===== src/rtl/pe_output_packer_pkg.sv =====
// Shared defaults and helpers for the PE output packer slice.
// PRECISION_OP and PACK_FACTOR normally come from common.vh. The guards below
// let this slice build on its own while still deferring to the global value.
`ifndef PRECISION_OP
`define PRECISION_OP 16
`endif
`ifndef PACK_FACTOR
`define PACK_FACTOR 2
`endif

package pe_output_packer_pkg;

  localparam int DEF_NUM_PE          = 4;
  localparam int DEF_OP_WIDTH        = `PRECISION_OP;
  localparam int DEF_PACK_FACTOR     = `PACK_FACTOR;
  localparam int DEF_FIFO_ADDR_WIDTH = 3;
  localparam int DEF_AF_MARGIN       = 2;

  // Width of a slot counter for n slots. It is never zero, so n==1 still
  // gets a legal 1-bit vector.
  function automatic int cnt_width(input int n);
    return (n <= 1) ? 1 : $clog2(n);
  endfunction

endpackage


===== src/rtl/pe_out_fifo.sv =====
// Generic first-word-fall-through FIFO. The head is visible on data_out while
// the FIFO is non-empty, and data_out reads as zero when it is empty.
module pe_out_fifo #(
  parameter int DATA_WIDTH = 129,
  parameter int ADDR_WIDTH = 3
) (
  input  logic                  clk,
  input  logic                  rst,
  input  logic                  clear,
  input  logic                  push,
  input  logic                  pop,
  input  logic [DATA_WIDTH-1:0] data_in,
  output logic [DATA_WIDTH-1:0] data_out,
  output logic                  full,
  output logic                  empty,
  output logic [ADDR_WIDTH:0]   count
);

  localparam logic [ADDR_WIDTH:0] FULL_CNT = {1'b1, {ADDR_WIDTH{1'b0}}};

  logic [DATA_WIDTH-1:0] mem [FULL_CNT];
  logic [ADDR_WIDTH-1:0] wr_ptr, rd_ptr;
  logic                  do_push, do_pop;

  assign full  = (count == FULL_CNT);
  assign empty = (count == '0);
  // A pop on an empty FIFO is ignored. A push into a full FIFO is allowed
  // only when a real pop frees a slot in the same cycle.
  assign do_pop  = pop && !empty;
  assign do_push = push && (!full || do_pop);

  assign data_out = empty ? '0 : mem[rd_ptr];

  // Pointer and occupancy bookkeeping.
  always_ff @(posedge clk or posedge rst) begin
    if (rst) begin
      wr_ptr <= '0;
      rd_ptr <= '0;
      count  <= '0;
    end else if (clear) begin
      wr_ptr <= '0;
      rd_ptr <= '0;
      count  <= '0;
    end else begin
      if (do_push) wr_ptr <= wr_ptr + 1'b1;
      if (do_pop)  rd_ptr <= rd_ptr + 1'b1;
      count <= count + (ADDR_WIDTH+1)'(do_push) - (ADDR_WIDTH+1)'(do_pop);
    end
  end

  // Storage has no reset. Stale entries are never visible because data_out
  // is masked while the FIFO is empty.
  always_ff @(posedge clk) begin
    if (do_push && !clear) mem[wr_ptr] <= data_in;
  end

endmodule


===== src/rtl/pe_output_packer.sv =====
// Packs PACK_FACTOR consecutive PE beats into one wide word. Each word is
// buffered in an FWFT FIFO and drained over valid/ready, and the block raises
// almost_full as back-pressure toward the PE controller.
module pe_output_packer
  import pe_output_packer_pkg::*;
#(
  parameter int NUM_PE             = DEF_NUM_PE,
  parameter int OP_WIDTH           = DEF_OP_WIDTH,
  parameter int PACK_FACTOR        = DEF_PACK_FACTOR,
  parameter int FIFO_ADDR_WIDTH    = DEF_FIFO_ADDR_WIDTH,
  parameter int ALMOST_FULL_MARGIN = DEF_AF_MARGIN
) (
  input  logic                                   clk,
  input  logic                                   reset,
  input  logic                                   clear,
  input  logic                                   in_valid,
  input  logic                                   in_last,
  input  logic [NUM_PE*OP_WIDTH-1:0]             in_data,
  output logic                                   almost_full,
  output logic                                   out_valid,
  input  logic                                   out_ready,
  output logic [NUM_PE*PACK_FACTOR*OP_WIDTH-1:0] out_data,
  output logic                                   out_last,
  output logic                                   overflow,
  output logic [15:0]                            word_count
);

  localparam int BEAT_W = NUM_PE * OP_WIDTH;
  localparam int WORD_W = BEAT_W * PACK_FACTOR;
  localparam int CNT_W  = cnt_width(PACK_FACTOR);
  localparam logic [CNT_W-1:0]         LAST_SLOT = CNT_W'(PACK_FACTOR - 1);
  localparam logic [FIFO_ADDR_WIDTH:0] AF_THRESH =
    (FIFO_ADDR_WIDTH+1)'((1 << FIFO_ADDR_WIDTH) - ALMOST_FULL_MARGIN);

  logic [CNT_W-1:0]                   pack_cnt;
  logic [PACK_FACTOR-1:0][BEAT_W-1:0] pack_reg, word_asm;
  logic                               word_done, push_req, pop_req, accept;
  logic                               fifo_full, fifo_empty;
  logic [FIFO_ADDR_WIDTH:0]           fifo_count, occ_next;
  logic [WORD_W:0]                    fifo_dout;

  // Assemble the outgoing word from the held slots plus the live beat. Slot
  // 0 sits in the LSBs, and unfilled slots stay zero because pack_reg is
  // cleared after every push.
  always_comb begin
    word_asm = pack_reg;
    for (int j = 0; j < PACK_FACTOR; j++)
      if (CNT_W'(j) == pack_cnt) word_asm[j] = in_data;
  end

  assign word_done = in_valid && ((pack_cnt == LAST_SLOT) || in_last);
  assign push_req  = word_done && !clear;
  assign pop_req   = out_valid && out_ready && !clear;
  // A full FIFO still takes the word when the head leaves in the same cycle.
  assign accept    = push_req && (!fifo_full || pop_req);
  assign occ_next  = fifo_count + (FIFO_ADDR_WIDTH+1)'(accept)
                                - (FIFO_ADDR_WIDTH+1)'(pop_req);

  pe_out_fifo #(
    .DATA_WIDTH (WORD_W + 1),
    .ADDR_WIDTH (FIFO_ADDR_WIDTH)
  ) u_fifo (
    .clk      (clk),
    .rst      (reset),
    .clear    (clear),
    .push     (accept),
    .pop      (pop_req),
    .data_in  ({in_last, word_asm}),
    .data_out (fifo_dout),
    .full     (fifo_full),
    .empty    (fifo_empty),
    .count    (fifo_count)
  );

  assign out_valid = !fifo_empty;
  assign out_data  = fifo_dout[WORD_W-1:0];
  assign out_last  = fifo_dout[WORD_W];

  // Slot counter and partial-word holding register.
  always_ff @(posedge clk or posedge reset) begin
    if (reset) begin
      pack_cnt <= '0;
      pack_reg <= '0;
    end else if (clear) begin
      pack_cnt <= '0;
      pack_reg <= '0;
    end else if (in_valid) begin
      if (word_done) begin
        pack_cnt <= '0;
        pack_reg <= '0;
      end else begin
        pack_reg[pack_cnt] <= in_data;
        pack_cnt           <= pack_cnt + 1'b1;
      end
    end
  end

  // Status flags and the accepted-word counter. The counter wraps naturally
  // at 16 bits.
  always_ff @(posedge clk or posedge reset) begin
    if (reset) begin
      overflow    <= 1'b0;
      almost_full <= 1'b0;
      word_count  <= '0;
    end else if (clear) begin
      overflow    <= 1'b0;
      almost_full <= 1'b0;
      word_count  <= '0;
    end else begin
      if (push_req && !accept) overflow <= 1'b1;
      if (accept) word_count <= word_count + 16'd1;
      almost_full <= (occ_next >= AF_THRESH);
    end
  end

endmodule


===== config.mk =====
export PLATFORM = sky130hd
export DESIGN_NAME = pe_output_packer
export DESIGN_NICKNAME = d
export VERILOG_FILES = /design/src/rtl/pe_output_packer_pkg.sv /design/src/rtl/pe_out_fifo.sv /design/src/rtl/pe_output_packer.sv
export SDC_FILE = /design/constraint.sdc
export NUM_CORES = 1
export LEC_CHECK = 0
export CAP_MARGIN = 40
export CORE_AREA = 2 2 310 312
export CTS_CLUSTER_SIZE = 24
export DETAILED_ROUTE_END_ITERATION = 16
export DIE_AREA = 0 0 312 314
export PLACE_DENSITY = 0.68
export SLEW_MARGIN = 10
export SYNTH_ARGS = -nofsm -noshare
export SYNTH_HDL_FRONTEND = slang
export SYNTH_HIERARCHICAL = 1
export SYNTH_SLANG_ARGS = --single-unit

===== constraint.sdc =====
create_clock -name clk -period 21.7 [get_ports clk]
set_input_delay 4.34 -clock clk [delete_from_list [all_inputs] [get_ports clk]]
set_output_delay 4.34 -clock clk [all_outputs]
set_load 0.01 [all_outputs]

==> summary.txt <==
OUTCOME
-----------------------------------------------------------------------------------------------
Outcome                                                                               completed

GLOBAL ROUTE
-----------------------------------------------------------------------------------------------
Wire length of the first global-routing pass                                       163000 microns
Final global-route overflow total                                                             0
Total Routing Usage GR                                                                    0.223
Largest net degree at the start of global routing                                           130
Antenna violations before repair                                                              3
Via count of the first global-routing pass                                                25600

PWR
-----------------------------------------------------------------------------------------------
Leakage power total                                                                     18.0 nW
Power per Cell Area                                                                99.3 nW/um^2
Worst vdd ir                                                                           0.163 mV
Post-layout total power                                                                 5.42 mW

RUN
-----------------------------------------------------------------------------------------------
Max-cap viol count                                                                            0

FLOORPLAN
-----------------------------------------------------------------------------------------------
Die width                                                                           312 microns
Number of core rows                                                                         113
Full die area                                                                       98000 sq um
Count of pins on the block boundary                                                         218
Area of the core                                                                    94400 sq um
Vert. Die Dim                                                                       314 microns
Effective utilization at floorplan                                                        0.499

STA
-----------------------------------------------------------------------------------------------
Unrepaired setup endpoints after global routing                                           false
Slew @ Worst Pin                                                                        1.08 ns
Final setup fails                                                                             0
Number of max-slew violations in the final report                                             0
Headroom to the max-slew limit                                                            0.274
Maximum achievable frequency                                                            110 MHz
Final-layout worst hold slack                                                          0.473 ns
Hold violation count in the final report                                                      0
Post-layout min period                                                                  9.13 ns
Setup WS post-layout                                                                   12.57 ns
Largest clock skew in the final design                                                0.0207 ns
Setup TNS Final                                                                            0 ns
Crit share post-route                                                                     0.421

CRITICAL PATH
-----------------------------------------------------------------------------------------------
Category of the most critical setup path                                           flip-flop to output port
Worst Path Arrival                                                                      4.79 ns
Startpoint types                                                                      flip-flop
Nature of the critical path endpoint                                                output port
Critical path data required time                                                       17.36 ns
Largest fanout on the critical path                                                          47

PLACE
-----------------------------------------------------------------------------------------------
Placed wire-length estimate                                                        61200 microns
Pre-CTS setup slack                                                                    12.19 ns
Placer Congestion                                                                         0.802
Count of input and output buffers                                                           217

ROUTE
-----------------------------------------------------------------------------------------------
Top layer used by detailed routing                                                         met5
Overall via count from detail_route                                                       25100
# DRC                                                                                         0
Routed WL                                                                          109000 microns
Count of nets left with antenna violations after detail routing                               0
Amount of wire on met2 after detailed routing                                      50900 microns
Wire length the detailed router placed on met1                                     46400 microns
Iteration-0 DRC count of the detailed router                                               2628
Ratio of routed vias to standard cells                                                     6.04
Average wire length per cell after detail routing                                  26.3 microns
Met3 wire length                                                                   9450 microns
Number of detailed-routing iterations run before antenna repair                               6

SYNTHESIS
-----------------------------------------------------------------------------------------------
Sequential share of the synthesized area                                                  0.742
Cell Area, Synth                                                                    47100 sq um
Synthesized-area fraction occupied by adder cells                                       0.00404
Post-synth top area share                                                                 0.658
Share of synthesized cell area in and, or, nand and nor gates                            0.0302
Number of different library cells in the post-synthesis netlist                              51
Fraction of registers with async set/reset                                                0.132
Complex-gate fraction of the synthesized area                                            0.0667
Cell type with the highest aggregate area in the netlist                           sky130_fd_sc_hd__edfxtp_1
Area contributors post-synth                                                       sky130_fd_sc_hd__edfxtp_1 (66%), sky130_fd_sc_hd__mux4_2 (12%), sky130_fd_sc_hd__dfrtp_1 (8.3%)
Cell count after synthesis                                                                 2561
Most frequently used flop master after synthesis                                   sky130_fd_sc_hd__edfxtp_1
Mapped Nets                                                                                2645
Combinational family with the most area after synthesis                            multiplexers
Synth Area per Inst                                                                  18.4 sq um
Post-synthesis mux area share                                                             0.126
EDFF count, synth                                                                          1032
Count of warnings emitted by yosys                                                            6
Yosys reg bits                                                                             1189
XOR/XNOR Fraction of Synth Area                                                        0.000930

CELLS AND AREA
-----------------------------------------------------------------------------------------------
Layout net count                                                                           2882
Count of inserted antenna diode cells                                                         0
Share of cells above drive strength 1                                                     0.187
Flip-flop count of the largest register, all copies and words added                        1032
Post-layout util                                                                          0.578
Synth-to-layout area growth                                                               16.0%
Filler cells                                                                               6991

CLOCKING
-----------------------------------------------------------------------------------------------
# resized after CTS                                                                           0
Maximum count of clock buffers along a single path                                            3
CTS buffer count                                                                            112
Skew-Pair Late Insertion Delay                                                          0.67 ns
TritonCTS clock tree                                                                        yes
Clock input transition at the sequential cells of the worst setup and hold paths        0.06 ns
H-tree depth                                                                                  3
Clk root buf                                                                       sky130_fd_sc_hd__clkbuf_16
Number of clock sinks seen by CTS                                                          1189
Post-CTS Setup Repair Bufs                                                                    0
Hold-fix buffer count after cts                                                               0

MIN PATH
-----------------------------------------------------------------------------------------------
Path category of the worst min-delay check                                         flip-flop to flip-flop

-- layer usage --
metal | up-vias | GRT usage
met5 | - | 0
li1 | 10700 | -
met3 | 163 | 0.0478
met4 | 8 | 0.0641
met1 | 13200 | 0.328
met2 | 1060 | 0.341
-- layout make-up --
| type | count | area [sq um] | area share |
|---|---|---|---|
| clock buffers | 140 | 2970 | 0.0544 |
| inverters | 147 | 558 | 0.0102 |
| repair buffers | 302 | 2980 | 0.0546 |
| clock inverters | 69 | 767 | 0.0140 |
| well taps | 1265 | 1580 | 0.0290 |
| multi-input cells | 1046 | 10800 | 0.198 |
| flip-flops and latches | 1189 | 34900 | 0.640 |
-- cell usage after synthesis, types with 3 or more instances --
master and number:
sky130_fd_sc_hd__a21oi_1 6, sky130_fd_sc_hd__a22o_1 130, sky130_fd_sc_hd__and3_1 5, sky130_fd_sc_hd__buf_1 8, sky130_fd_sc_hd__buf_2 52, sky130_fd_sc_hd__buf_4 9, sky130_fd_sc_hd__buf_6 14, sky130_fd_sc_hd__clkbuf_1 96
sky130_fd_sc_hd__dfrtp_1 157, sky130_fd_sc_hd__edfxtp_1 1032, sky130_fd_sc_hd__ha_1 12, sky130_fd_sc_hd__inv_1 145, sky130_fd_sc_hd__mux2_2 3, sky130_fd_sc_hd__mux2i_1 7, sky130_fd_sc_hd__mux4_2 258, sky130_fd_sc_hd__nand2_1 269
sky130_fd_sc_hd__nand2b_1 5, sky130_fd_sc_hd__nand3_1 10, sky130_fd_sc_hd__nand4_1 6, sky130_fd_sc_hd__nor2_1 16, sky130_fd_sc_hd__nor2b_1 7, sky130_fd_sc_hd__nor3_1 6, sky130_fd_sc_hd__nor4_1 3, sky130_fd_sc_hd__o21ai_0 137
sky130_fd_sc_hd__o41ai_1 129, sky130_fd_sc_hd__or3_1 4, sky130_fd_sc_hd__xnor2_1 3
-- cell usage in the layout, fill, tap and decap left out, types with 4 or more instances in the layout --
cell type,n
sky130_fd_sc_hd__a21oi_1,6
sky130_fd_sc_hd__a22o_1,130
sky130_fd_sc_hd__and3_1,5
sky130_fd_sc_hd__buf_12,8
sky130_fd_sc_hd__buf_16,8
sky130_fd_sc_hd__buf_2,35
sky130_fd_sc_hd__buf_4,35
sky130_fd_sc_hd__bufinv_16,16
sky130_fd_sc_hd__clkbuf_1,24
sky130_fd_sc_hd__clkbuf_16,114
sky130_fd_sc_hd__clkdlybuf4s50_1,216
sky130_fd_sc_hd__clkinv_1,17
sky130_fd_sc_hd__clkinv_2,30
sky130_fd_sc_hd__dfrtp_1,154
sky130_fd_sc_hd__edfxtp_1,1032
sky130_fd_sc_hd__ha_1,12
sky130_fd_sc_hd__inv_1,144
sky130_fd_sc_hd__mux2i_1,7
sky130_fd_sc_hd__mux4_2,258
sky130_fd_sc_hd__nand2_1,269
sky130_fd_sc_hd__nand2b_1,4
sky130_fd_sc_hd__nand3_1,10
sky130_fd_sc_hd__nand4_1,6
sky130_fd_sc_hd__nor2_1,12
sky130_fd_sc_hd__nor2_4,4
sky130_fd_sc_hd__nor2b_1,7
sky130_fd_sc_hd__nor3_2,4
sky130_fd_sc_hd__o21ai_0,137
sky130_fd_sc_hd__o41ai_1,129
sky130_fd_sc_hd__or3_1,4
-- worst max-delay path, stage by stage, from the launching register on --
cell                              delay [ns]
sky130_fd_sc_hd__dfrtp_1                0.37
sky130_fd_sc_hd__inv_1                  0.09
sky130_fd_sc_hd__ha_1                   0.21
sky130_fd_sc_hd__or3b_4                 0.26
sky130_fd_sc_hd__and2_4                 0.63
sky130_fd_sc_hd__buf_4                  0.76
sky130_fd_sc_hd__buf_4                  0.64
sky130_fd_sc_hd__a22o_1                 0.48
sky130_fd_sc_hd__clkdlybuf4s50_1        0.62
-- path summary, 6_finish.rpt --
path | start | endpoint | slack [ns] | cells after the start
min in group asynchronous | reset | u_fifo/count[3] | 4.12 | 2
hold / removal | pack_reg[82] | pack_reg[82] | 0.47 | 2
max in group asynchronous | reset | pack_reg[93] | 16.31 | 3
hold reg to reg | pack_reg[82] | pack_reg[82] | 0.47 | 2
setup reg to reg | u_fifo/count[2] | u_fifo/mem[1][119] | 16.61 | 12
setup / recovery | u_fifo/count[2] | out_data[115] | 12.57 | 8
-- per-stage QoR --
stage | instances | area [sq um]
2_1_floorplan | 2561 | 47100
3_3_place_gp | 3900 | 50400
3_5_place_dp | 3935 | 50800
4_1_cts | 4144 | 54500
5_1_grt | 4158 | 54600
6_report | 4158 | 54600
-- power by group --
group | internal, mW | switching [mW] | total [mW]
Sequential | 2.51 | 0.0162 | 2.53
Combinational | 0.408 | 0.500 | 0.908
Clock | 1.16 | 0.822 | 1.98
Total | 4.08 | 1.34 | 5.42
-- cells by family after synthesis --
logic type | after synthesis
compound gates | 416
xor+xnor | 5
simple gates | 341
buf+inv | 326
mux | 270
flops | 1189
fa+ha+maj | 14
No activity file was read; power rests on OpenSTA's default activity.
==> RTL edit (same settings) <==
Register the output `word_count` once more, without a reset; this adds one clock of latency there. The other outputs are not delayed to match.
--- a/src/rtl/pe_output_packer.sv
+++ b/src/rtl/pe_output_packer.sv
@@ -31,6 +31,8 @@
   localparam logic [CNT_W-1:0]         LAST_SLOT = CNT_W'(PACK_FACTOR - 1);
   localparam logic [FIFO_ADDR_WIDTH:0] AF_THRESH =
     (FIFO_ADDR_WIDTH+1)'((1 << FIFO_ADDR_WIDTH) - ALMOST_FULL_MARGIN);
+
+  logic [15:0] word_count_s0;
 
   logic [CNT_W-1:0]                   pack_cnt;
   logic [PACK_FACTOR-1:0][BEAT_W-1:0] pack_reg, word_asm;
@@ -101,17 +103,21 @@
     if (reset) begin
       overflow    <= 1'b0;
       almost_full <= 1'b0;
-      word_count  <= '0;
+      word_count_s0 <= '0;
     end else if (clear) begin
       overflow    <= 1'b0;
       almost_full <= 1'b0;
-      word_count  <= '0;
+      word_count_s0 <= '0;
     end else begin
       if (push_req && !accept) overflow <= 1'b1;
-      if (accept) word_count <= word_count + 16'd1;
+      if (accept) word_count_s0 <= word_count_s0 + 16'd1;
       almost_full <= (occ_next >= AF_THRESH);
     end
   end
 
+  always_ff @(posedge clk) begin
+    word_count <= word_count_s0;
+  end
+
 endmodule
 
Behaviour: not the same (Yosys sat finds a counterexample within 4 cycles, from zero or initial values and one cycle with reset high).
==> RTL edit against the original RTL <==
Cell area is 1.1% higher; sequential cell count up 16; via count shrank 0.57%; hold slack got worse by 0.061 ns; worst setup slack gained 0.22 ns; routed wire length hardly changed; maximum frequency up 2.5%; final cell count grew 0.19%; combinational power rose by 2.8%; power rose by 2.5%; die area did not move; synthesized area up 0.47%; highest routed layer is now met4.
==> RTL edit: results (changes against the original RTL) <==
Status: completed (unchanged)
Post-synth ARST share: 0.130 (was 0.132)
Sequential Area: 0.0353 mm2 (was 0.0349 mm2)
Hold wc startpoint: word_count_s0[15] (was pack_reg[82])
Clock buffer cells: 163 (was 140)
Worst R2R Setup Slack: 17.33 ns (was 16.61 ns)
Routability cong.: 0.775 (was 0.802)
NonClk Buf Share: 0.0563 (was 0.0546)
Max FO, Critical Path: 46 (was 47)
Tot GR Track Use: 0.224 (was 0.223)
Placed insts: 3933 (was 3935)
Leakage power total: 18.3 nW (was 18.0 nW)
R2R cell count: 10 (was 12)
Routed wire per std cell: 26.3 um (about the same)
Crit path largest cell delay: 0.69 ns (was 0.76 ns)
Largest net degree at the start of global routing: 196 (was 130)
Hold Path Stages: 0 (was 2)
Multi-input gates: 1037 (was 1046)
Reg2reg end: u_fifo/mem[3][13] (was u_fifo/mem[1][119])
Critical path data arrival time: 4.57 ns (was 4.79 ns)
Layout cells sized above 1: 0.186 (was 0.187)
Seq_cells: 1205 (was 1189)
WL final: 109000 um (about the same)
Rel. slew slack: 0.272 (was 0.274)
Worst skew pair latency: 0.70 ns (was 0.67 ns)
Worst-case clock skew: 0.0371 ns (was 0.0207 ns)
Maximum vdd drop: 0.0772 mV (was 0.163 mV)
Cell variety after synth: 48 (was 51)
Post-route setup slack: 12.79 ns (was 12.57 ns)
Vias in the first global route: 25800 (was 25600)
Seq/Total Area, Yosys: 0.745 (was 0.742)
Top cells by area, synth: edfxtp_1 (66%), mux4_2 (12%), dfrtp_1 (8.3%) (unchanged)
Non-clk invs: 144 (was 147)
Final hold slack: 0.412 ns (was 0.473 ns)
Post-DP HPWL: 59800 um (was 61200 um)
Hold Path End: word_count[15] (was pack_reg[82])
Initial antenna violation count: 2 (was 3)
FILL cells: 6898 (was 6991)
Synth Area in XOR/XNOR: 0.000741 (was 0.000930)
Final instance area: 0.0552 mm2 (was 0.0546 mm2)
Adder-Cell Fraction of Synth Area: 0.00402 (was 0.00404)
Multiplexer share of the synthesized area: 0.127 (was 0.126)
CTS buffer count: 116 (was 112)
[RTL edit: cell count changes in the layout (fill, tap and decap cells not counted), sizes merged, moves of 4 or more]
| cell | unedited run | this run |
|---|---|---|
| nor2 | 16 | 12 |
| dfxtp | 0 | 16 |
| clkbuf | 140 | 163 |
| nand2 | 269 | 281 |
| clkinv | 51 | 39 |
| mux2i | 7 | 16 |
| buf | 86 | 78 |
[RTL edit: power groups by stage]
stage | combinational (mW) | sequential, mW | clock [mW]
after floorplan | 0.464 | 2.60 | 0
after detailed placement | 0.941 | 2.61 | 0
final | 0.933 | 2.56 | 2.07
after global routing | 0.989 | 2.56 | 2.19
after CTS | 0.946 | 2.56 | 2.10
after global placement | 0.897 | 2.61 | 0
[RTL edit: layer usage]
metal,up-vias,GRT usage,wire (um)
li1,10700,-,-
met1,13100,0.324,45900
met2,1012,0.350,51700
met3,140,0.0459,9340
met4,0,0.0639,2440
met5,-,0,0
